[src/rtl/parity_stream_unit_if.sv]
// Stream bundle for parity_stream_unit: the beat input channel and the per-frame result channel.
// The master side is the source/sink pair and the slave side is the parity unit.
interface parity_stream_unit_if #(
    parameter int WIDTH   = 8,
    parameter int MAX_LEN = 4
);
    localparam int LEN_W = $clog2(MAX_LEN + 1);

    logic             odd_mode;
    logic             in_valid;
    logic             in_ready;
    logic [WIDTH-1:0] in_data;
    logic             in_last;
    logic             par_in;
    logic             out_valid;
    logic             out_ready;
    logic             out_parity;
    logic             out_error;
    logic             out_trunc;
    logic [LEN_W-1:0] out_len;

    modport master (
        output odd_mode, in_valid, in_data, in_last, par_in, out_ready,
        input  in_ready, out_valid, out_parity, out_error, out_trunc, out_len
    );

    modport slave (
        input  odd_mode, in_valid, in_data, in_last, par_in, out_ready,
        output in_ready, out_valid, out_parity, out_error, out_trunc, out_len
    );
endinterface

[src/rtl/parity_stream_unit.sv]
// Streaming parity generator/checker: accumulates XOR parity over frames of up to MAX_LEN beats,
// emits one even/odd parity result per frame and keeps a saturating parity-error count.
//
// state | meaning
// ACCUM | no result pending; beats accumulate (count=0 or partial frame)
// HOLD  | result pending (out_valid=1), waiting for out_ready
module parity_stream_unit #(
    parameter int WIDTH   = 8,
    parameter int MAX_LEN = 4,
    parameter int CNT_W   = 4
) (
    input  logic                 clk,
    input  logic                 rst_n,
    parity_stream_unit_if.slave  bus,
    input  logic                 clr_count,
    output logic [CNT_W-1:0]     err_count
);
    localparam int LEN_W = $clog2(MAX_LEN + 1);
    localparam logic [LEN_W-1:0] LAST_IDX = LEN_W'(MAX_LEN - 1);
    localparam logic [CNT_W-1:0] CNT_MAX  = '1;

    typedef enum logic {ACCUM, HOLD} state_t;

    state_t           state;
    state_t           state_nxt;
    logic [WIDTH-1:0] beat;
    logic             beat_par;
    logic             accept;
    logic             closing;
    logic             mode_eff;
    logic             parity_nxt;
    logic             error_nxt;

    logic             acc;
    logic [LEN_W-1:0] count;
    logic             mode_lat;
    logic             res_parity;
    logic             res_error;
    logic             res_trunc;
    logic [LEN_W-1:0] res_len;

    assign beat     = bus.in_data;
    assign beat_par = ^beat;

    always_ff @(posedge clk or negedge rst_n) begin
        if (!rst_n) begin
            state <= ACCUM;
        end else begin
            state <= state_nxt;
        end
    end

    always_comb begin
        state_nxt    = state;
        bus.in_ready = 1'b1;
        accept       = 1'b0;
        closing      = 1'b0;
        case (state)
            ACCUM: begin
                bus.in_ready = 1'b1;
                accept       = bus.in_valid;
                closing      = accept && (bus.in_last || count == LAST_IDX);
                if (closing) begin
                    state_nxt = HOLD;
                end
            end
            HOLD: begin
                bus.in_ready = bus.out_ready;
                accept       = bus.in_valid && bus.out_ready;
                closing      = accept && (bus.in_last || count == LAST_IDX);
                // a closing beat while draining reloads the result without a bubble
                if (bus.out_ready && !closing) begin
                    state_nxt = ACCUM;
                end
            end
            default: state_nxt = ACCUM;
        endcase
    end

    // a single-beat frame has nothing latched yet, so it uses odd_mode directly
    assign mode_eff   = (count == '0) ? bus.odd_mode : mode_lat;
    assign parity_nxt = acc ^ beat_par ^ mode_eff;
    assign error_nxt  = parity_nxt ^ bus.par_in;

    always_ff @(posedge clk or negedge rst_n) begin
        if (!rst_n) begin
            acc        <= 1'b0;
            count      <= '0;
            mode_lat   <= 1'b0;
            res_parity <= 1'b0;
            res_error  <= 1'b0;
            res_trunc  <= 1'b0;
            res_len    <= '0;
        end else if (accept) begin
            if (closing) begin
                acc        <= 1'b0;
                count      <= '0;
                res_parity <= parity_nxt;
                res_error  <= error_nxt;
                res_trunc  <= !bus.in_last;
                res_len    <= count + LEN_W'(1);
            end else begin
                acc   <= acc ^ beat_par;
                count <= count + LEN_W'(1);
                if (count == '0) begin
                    mode_lat <= bus.odd_mode;
                end
            end
        end
    end

    always_ff @(posedge clk or negedge rst_n) begin
        if (!rst_n) begin
            err_count <= '0;
        end else if (clr_count) begin
            err_count <= '0;
        end else if (closing && error_nxt && err_count != CNT_MAX) begin
            err_count <= err_count + CNT_W'(1);
        end
    end

    assign bus.out_valid  = (state == HOLD);
    assign bus.out_parity = res_parity;
    assign bus.out_error  = res_error;
    assign bus.out_trunc  = res_trunc;
    assign bus.out_len    = res_len;
endmodule

[src/flat_wrapper.sv]
// flat-port wrapper written by rule: the top's interface ports become plain ports
module parity_stream_unit_flat 
#(
    parameter int WIDTH   = 8,
    parameter int MAX_LEN = 4,
    parameter int CNT_W   = 4
)
  (clk, rst_n, clr_count, err_count, bus_odd_mode, bus_in_valid, bus_in_data, bus_in_last, bus_par_in, bus_out_ready, bus_in_ready, bus_out_valid, bus_out_parity, bus_out_error, bus_out_trunc, bus_out_len);
  parity_stream_unit_if #(.WIDTH(WIDTH), .MAX_LEN(MAX_LEN)) bus_i ();
  input  logic clk;
  input  logic rst_n;
  input  logic clr_count;
  output logic [CNT_W-1:0] err_count;
  input wire logic [$bits(bus_i.odd_mode)-1:0] bus_odd_mode;
  input wire logic [$bits(bus_i.in_valid)-1:0] bus_in_valid;
  input wire logic [$bits(bus_i.in_data)-1:0] bus_in_data;
  input wire logic [$bits(bus_i.in_last)-1:0] bus_in_last;
  input wire logic [$bits(bus_i.par_in)-1:0] bus_par_in;
  input wire logic [$bits(bus_i.out_ready)-1:0] bus_out_ready;
  output wire logic [$bits(bus_i.in_ready)-1:0] bus_in_ready;
  output wire logic [$bits(bus_i.out_valid)-1:0] bus_out_valid;
  output wire logic [$bits(bus_i.out_parity)-1:0] bus_out_parity;
  output wire logic [$bits(bus_i.out_error)-1:0] bus_out_error;
  output wire logic [$bits(bus_i.out_trunc)-1:0] bus_out_trunc;
  output wire logic [$bits(bus_i.out_len)-1:0] bus_out_len;
  assign bus_i.odd_mode = bus_odd_mode;
  assign bus_i.in_valid = bus_in_valid;
  assign bus_i.in_data = bus_in_data;
  assign bus_i.in_last = bus_in_last;
  assign bus_i.par_in = bus_par_in;
  assign bus_i.out_ready = bus_out_ready;
  assign bus_in_ready = bus_i.in_ready;
  assign bus_out_valid = bus_i.out_valid;
  assign bus_out_parity = bus_i.out_parity;
  assign bus_out_error = bus_i.out_error;
  assign bus_out_trunc = bus_i.out_trunc;
  assign bus_out_len = bus_i.out_len;
  parity_stream_unit #(.WIDTH(WIDTH), .MAX_LEN(MAX_LEN), .CNT_W(CNT_W)) u_core (.clk(clk), .rst_n(rst_n), .bus(bus_i), .clr_count(clr_count), .err_count(err_count));
endmodule
[config.mk]
export PLATFORM = sky130hd
export DESIGN_NAME = parity_stream_unit_flat
export DESIGN_NICKNAME = d
export VERILOG_FILES = /design/src/rtl/parity_stream_unit_if.sv /design/src/rtl/parity_stream_unit.sv /design/src/flat_wrapper.sv
export SDC_FILE = /design/constraint.sdc
export NUM_CORES = 1
export LEC_CHECK = 0
export ABC_AREA = 0
export CAP_MARGIN = 20
export CORE_MARGIN = 2
export CORE_UTILIZATION = 41
export CTS_CLUSTER_DIAMETER = 120
export DETAILED_ROUTE_END_ITERATION = 16
export PLACE_DENSITY = 0.83
export SYNTH_ARGS = -nofsm -noshare
export SYNTH_HDL_FRONTEND = slang
export SYNTH_SLANG_ARGS = --single-unit
[constraint.sdc]
create_clock -name clk -period 1.85 [get_ports clk]
set_input_delay 0.37 -clock clk [delete_from_list [all_inputs] [get_ports clk]]
set_output_delay 0.37 -clock clk [all_outputs]
set_load 0.05 [all_outputs]
After elaboration in Yosys (flattened, before gate mapping) --
Cells that the tools add are included.
Cells by class: mux-type cells 11, multiply operators 0, divide/modulo/power cells 0, magnitude comparators 0, equality and inequality tests 2, add/subtract/negate cells 2, reduce and logical (&&, ||, !) cells 14, bitwise operators 5, shifts and indexed selects 0
Operators by type and width (count):
- $mux 4 | 2
- $pmux 1 s2 | 4
- $reduce_xor 8->1 | 1
- $logic_and 1x1->1 | 6
- $add 4x1->4 const B | 1
- $mux 1 | 4
- $ne 4x4->1 const B | 1
- $reduce_and 2->1 | 2
- $add 3x1->3 const B | 1
- $eq 3x2->1 const B | 1
- $logic_not 3->1 | 1
- $mux 3 | 1
- $xor 1x1->1 | 3
- $logic_not 1->1 | 2
- $not 1->1 | 2
- $reduce_bool 2->1 | 1
- $logic_or 1x1->1 | 1
Storage, ports and cells: bits in writable memories 0, register bits after elaboration 16, latch bits 0, ROM bits 0, memories 0, word-level logic and storage cells 43

Depth between registers and ports, before layout --
word-level depth 8, gate-level depth with buffers 8, depth with buffers taken out 8

Worst setup path after synthesis --
No wires, ideal clock.
path kind register to register, from register u_core.state (netlist: u_core.bus.out_valid), to register u_core.err_count[0], data required time 1725 ps, cell stages (with the launch flop) 7, slack -543 ps, clock period less this slack 2393 ps, data arrival time 2268 ps, cell sequence dfrtp_1 nand2b_1 and2_1 clkbuf_1 o21ai_0 a311oi_4 mux2_4
Between the ends: cells in the longest elaborated chain, start to end 5
Ends and longest elaborated chain:
- start, declared | line parity_stream_unit.sv:24 | state_t state;
- start signal, assigned | line parity_stream_unit.sv:49 | state <= state_nxt;
- $not 1->1 | line parity_stream_unit.sv:58 | case (state)
- $pmux 1 s2 * | line parity_stream_unit.sv:58
- $logic_and 1x1->1 * (2 in series) | line parity_stream_unit.sv:117 | end else if (closing && error_nxt && err_count != CNT_MAX) begin
- $reduce_bool 2->1 (no line) *
- end signal, assigned | line parity_stream_unit.sv:118 | err_count <= err_count + CNT_W'(1);
- end, declared | line parity_stream_unit.sv:16 | output logic [CNT_W-1:0] err_count
Mark *: on every way between the ends. The rest lies on a longest branch, timed or not. A chain may end at the register's enable or synchronous reset.

Worst setup path in the final report --
from register u_core.count[1], to register u_core.err_count[1]
Between the ends: cells in the longest elaborated chain, start to end 7, elaborated cells on any way between the ends 12, classes of those cells eq/ne (1); mux (2); bitwise (2); reduce/logical (7)
Ends and longest elaborated chain:
- start, declared | line parity_stream_unit.sv:35 | logic [LEN_W-1:0] count;
- start signal, assigned | line parity_stream_unit.sv:104 | count <= count + LEN_W'(1);
- $eq 3x2->1 / $logic_not 3->1 (equally long branches) | line parity_stream_unit.sv:62, parity_stream_unit.sv:70, parity_stream_unit.sv:81
- $logic_or 1x1->1 / $mux 1 (equally long branches)
- $logic_and 1x1->1, or another cell as far along | line parity_stream_unit.sv:70 | closing = accept && (bus.in_last || count == LAST_IDX);
- $pmux 1 s2 / $xor 1x1->1 (equally long branches) | line parity_stream_unit.sv:58, parity_stream_unit.sv:83
- $logic_and 1x1->1 * (2 in series) | line parity_stream_unit.sv:117
- $reduce_bool 2->1 (no line) *
Marked as above.

==> impl_metrics.tcl <==
set metrics [dict create \
    dpl.hpwl_um 1570 \
    grt.busiest_layer "met2" \
    relSlewSlack 0.665 \
    placed_area_um2 1310 \
    layout_setup_ws_ns -0.0994 \
    cap_violations 0 \
    core_um2 2150 \
    slew_violations 0 \
    pwr-share-comb 0.595 \
    ir_worst_vdd_uv 741 \
    post_drt_wl_per_cell_um 13.3 \
    p_per_area_nw_per_um2 1230 \
    drive_gt1_frac 0.382 \
    syn_inst 86 \
    grt_pass1_vias 730 \
    grt_antenna_before_repair 0 \
    power_frac_seq 0.289 \
    die_h_um 51.1 \
    area_growth_pct 56.1 \
    fmax_mhz 513 \
    synth_seq_cells 16 \
    required_ns 2.07 \
    worst-path-max-fanout 2 \
    arrival_ns 2.17 \
    rsz0062_at_grt "true" \
    dr_total_vias 740 \
    diodes 0 \
    postCtsHoldBufs 0 \
    nFillCells 151 \
    power.internal_uw 998 \
    final_util 0.661 \
    synth_ff_type "dfrtp_1" \
    period_share 1.05 \
    die_x_um 51.1 \
    clock-root-buffer "clkbuf_4" \
    hold_viol_final 0 \
    gp_congestion 0.848 \
    fin_skew_ns 0.0106 \
    grt_max_degree 11 \
    multi_input_area_um2 563 \
    crit_path_start_kind "register" \
    synth.distinct_cells 30 \
    seq_area_frac_synth 0.440 \
    p_clk_frac 0.117 \
    track_usage 0.173 \
    clkSlewWorstSetupHoldPaths_ns 0.10 \
    final_common_cell "buf_4" \
    yosysTopAreaCellShare 0.440 \
    cts_inserted_buffers 3 \
    synth_edf_count 0 \
    clockBufferDepth 2 \
    drc 0 \
    cts_tree "built" \
    holdWs_ns 0.344 \
    synthArstFlopShare 1.00 \
    htree_levels 1 \
    initial_utilization 0.423 \
    die_area_um2 2610 \
    synthesis.nets 106 \
    worstSetupPathType "register to register" \
    firstDrtPassIters 4 \
    stdcell_area_um2 1420 \
    routed_wl_um 2120 \
    rows 17 \
    grt_pass1_wl_um 3290 \
    gr-usage-met2 0.292 \
    status "finished, violations left" \
    register_area_um2 402 \
    yosysTopAreaCell "dfrtp_1" \
    detail-route-antenna-nets 0 \
    synth_area_um2 910 \
    clock_sinks 16 \
    final_nets 152 \
    avgSynthCellArea_um2 10.6 \
    p_total_uw 1740 \
    worstMarginPinSlew_ns 0.502 \
    setup_viol 3 \
    met1_usage 0.211 \
    switching_share 0.426 \
    grt_use_met3 0.0263 \
    layout_common_cells "buf_4 (25), nand2_1 (17), dfrtp_1 (15)" \
    yosys_warnings 0 \
    yosys-top-cells-area "dfrtp_1 (44%), nand2_1 (7.0%), ha_1 (5.5%)" \
    crit_path_end_kind "register" \
    fin_crit_ns 1.95 \
    p_leak_uw 0.000677 \
    violations "negative setup slack" \
    hold_path.class "primary input to async pin" \
    grt_overflow 0 \
    port_buffers 27 \
    switching_power_uw 742 \
    ios 28 \
    clkLatencyLatePin_ns 0.30 \
    tns_ns -0.191 \
    first_iter_violations 13 \
    viasPerCell 4.65 \
]
-- critical path, cell delays in order, from the launching register on --
cell and delay, ns:
dfrtp_1 0.37, inv_2 0.05, ha_4 0.16, nand2b_4 0.08, mux2i_4 0.27, xor2_2 0.19, xnor2_2 0.13, a311oi_4 0.26
buf_4 0.17, mux2i_1 0.20
-- area by class of cell --
type,instances,share of cell area
Tap cell,28,0.0247
Multi-Input combinational cell,64,0.396
Clock buffer,4,0.0185
Sequential cell,16,0.283
Inverter,4,0.0106
Timing Repair Buffer,43,0.267
-- metal layers --
layer | vias up | wire (µm)
met2 | 14 | 1100
met3 | 4 | 59
met5 | - | 0
met4 | 0 | 42
met1 | 346 | 910
li1 | 376 | -
-- stage by stage --
| step | setup WS, ns | cells |
|---|---|---|
| 3_3_place_gp | -0.645 | 152 |
| 5_1_grt | -0.200 | 159 |
| 3_5_place_dp | -0.687 | 152 |
| 4_1_cts | -0.263 | 157 |
| 6_report | -0.0994 | 159 |
| 2_1_floorplan | -0.185 | 86 |
-- cell usage after synthesis (all sizes together), types with 2 or more instances --
| cell | count |
|---|---|
| dfrtp | 16 |
| mux2 | 2 |
| nand2b | 2 |
| clkbuf | 2 |
| mux2i | 2 |
| xnor2 | 6 |
| o21ai | 10 |
| xor2 | 3 |
| inv | 4 |
| nor2 | 5 |
| nand2 | 17 |
| ha | 4 |
-- power groups by stage --
stage	Combinational [µW]	Sequential [µW]	Clock, µW
global route	1090	514	225
detailed placement	925	504	0
floorplan	430	691	0
CTS	949	496	207
finish	1030	502	203
global placement	903	497	0
-- logic make-up after synthesis --
| group | count (synthesis) | synth area share |
|---|---|---|
| AND/OR/NAND/NOR | 31 | 0.151 |
| flip-flops | 16 | 0.440 |
| AO/OA/AOI/OAI | 15 | 0.120 |
| XOR/XNOR | 10 | 0.158 |
| buffers and inverters | 6 | 0.0248 |
| multiplexers | 4 | 0.0509 |
| adder cells (fa/ha/maj) | 4 | 0.0550 |
-- worst paths after layout --
| check | startpoint | slack, ns | to | depth (start not counted) |
|---|---|---|---|---|
| max | u_core.count[1] | -0.1 | u_core.err_count[1] | 9 |
| min | rst_n | 0.34 | u_core.err_count[0] | 1 |
| max reg2reg | u_core.count[1] | -0.1 | u_core.err_count[1] | 9 |
| min reg2reg | u_core.bus.out_len[0] | 0.48 | u_core.bus.out_len[0] | 2 |
| max in group asynchronous | rst_n | 1.03 | u_core.bus.out_valid | 2 |
| min in group clk | u_core.bus.out_len[0] | 0.48 | u_core.bus.out_len[0] | 2 |
-- repair_timing --
| action | 4_1_cts | 5_1_grt |
|---|---|---|
| gates resized for setup | 9 | 13 |
| buffers inserted | 1 | 2 |
| pin swaps | 11 | 9 |
| endpoints found under the setup margin | 6 | 7 |
-- sequential cells by signal, indices dropped and copies added (netlist names) --
signal and flops:
u_core.bus.out_len 3, u_core.bus.out_trunc 1, u_core.bus.out_error 1, u_core.count 3
u_core.mode_lat 1, u_core.bus.out_valid 1, u_core.bus.out_parity 1, u_core.err_count 4
u_core.acc 1
(Power assumes the default switching activity.)
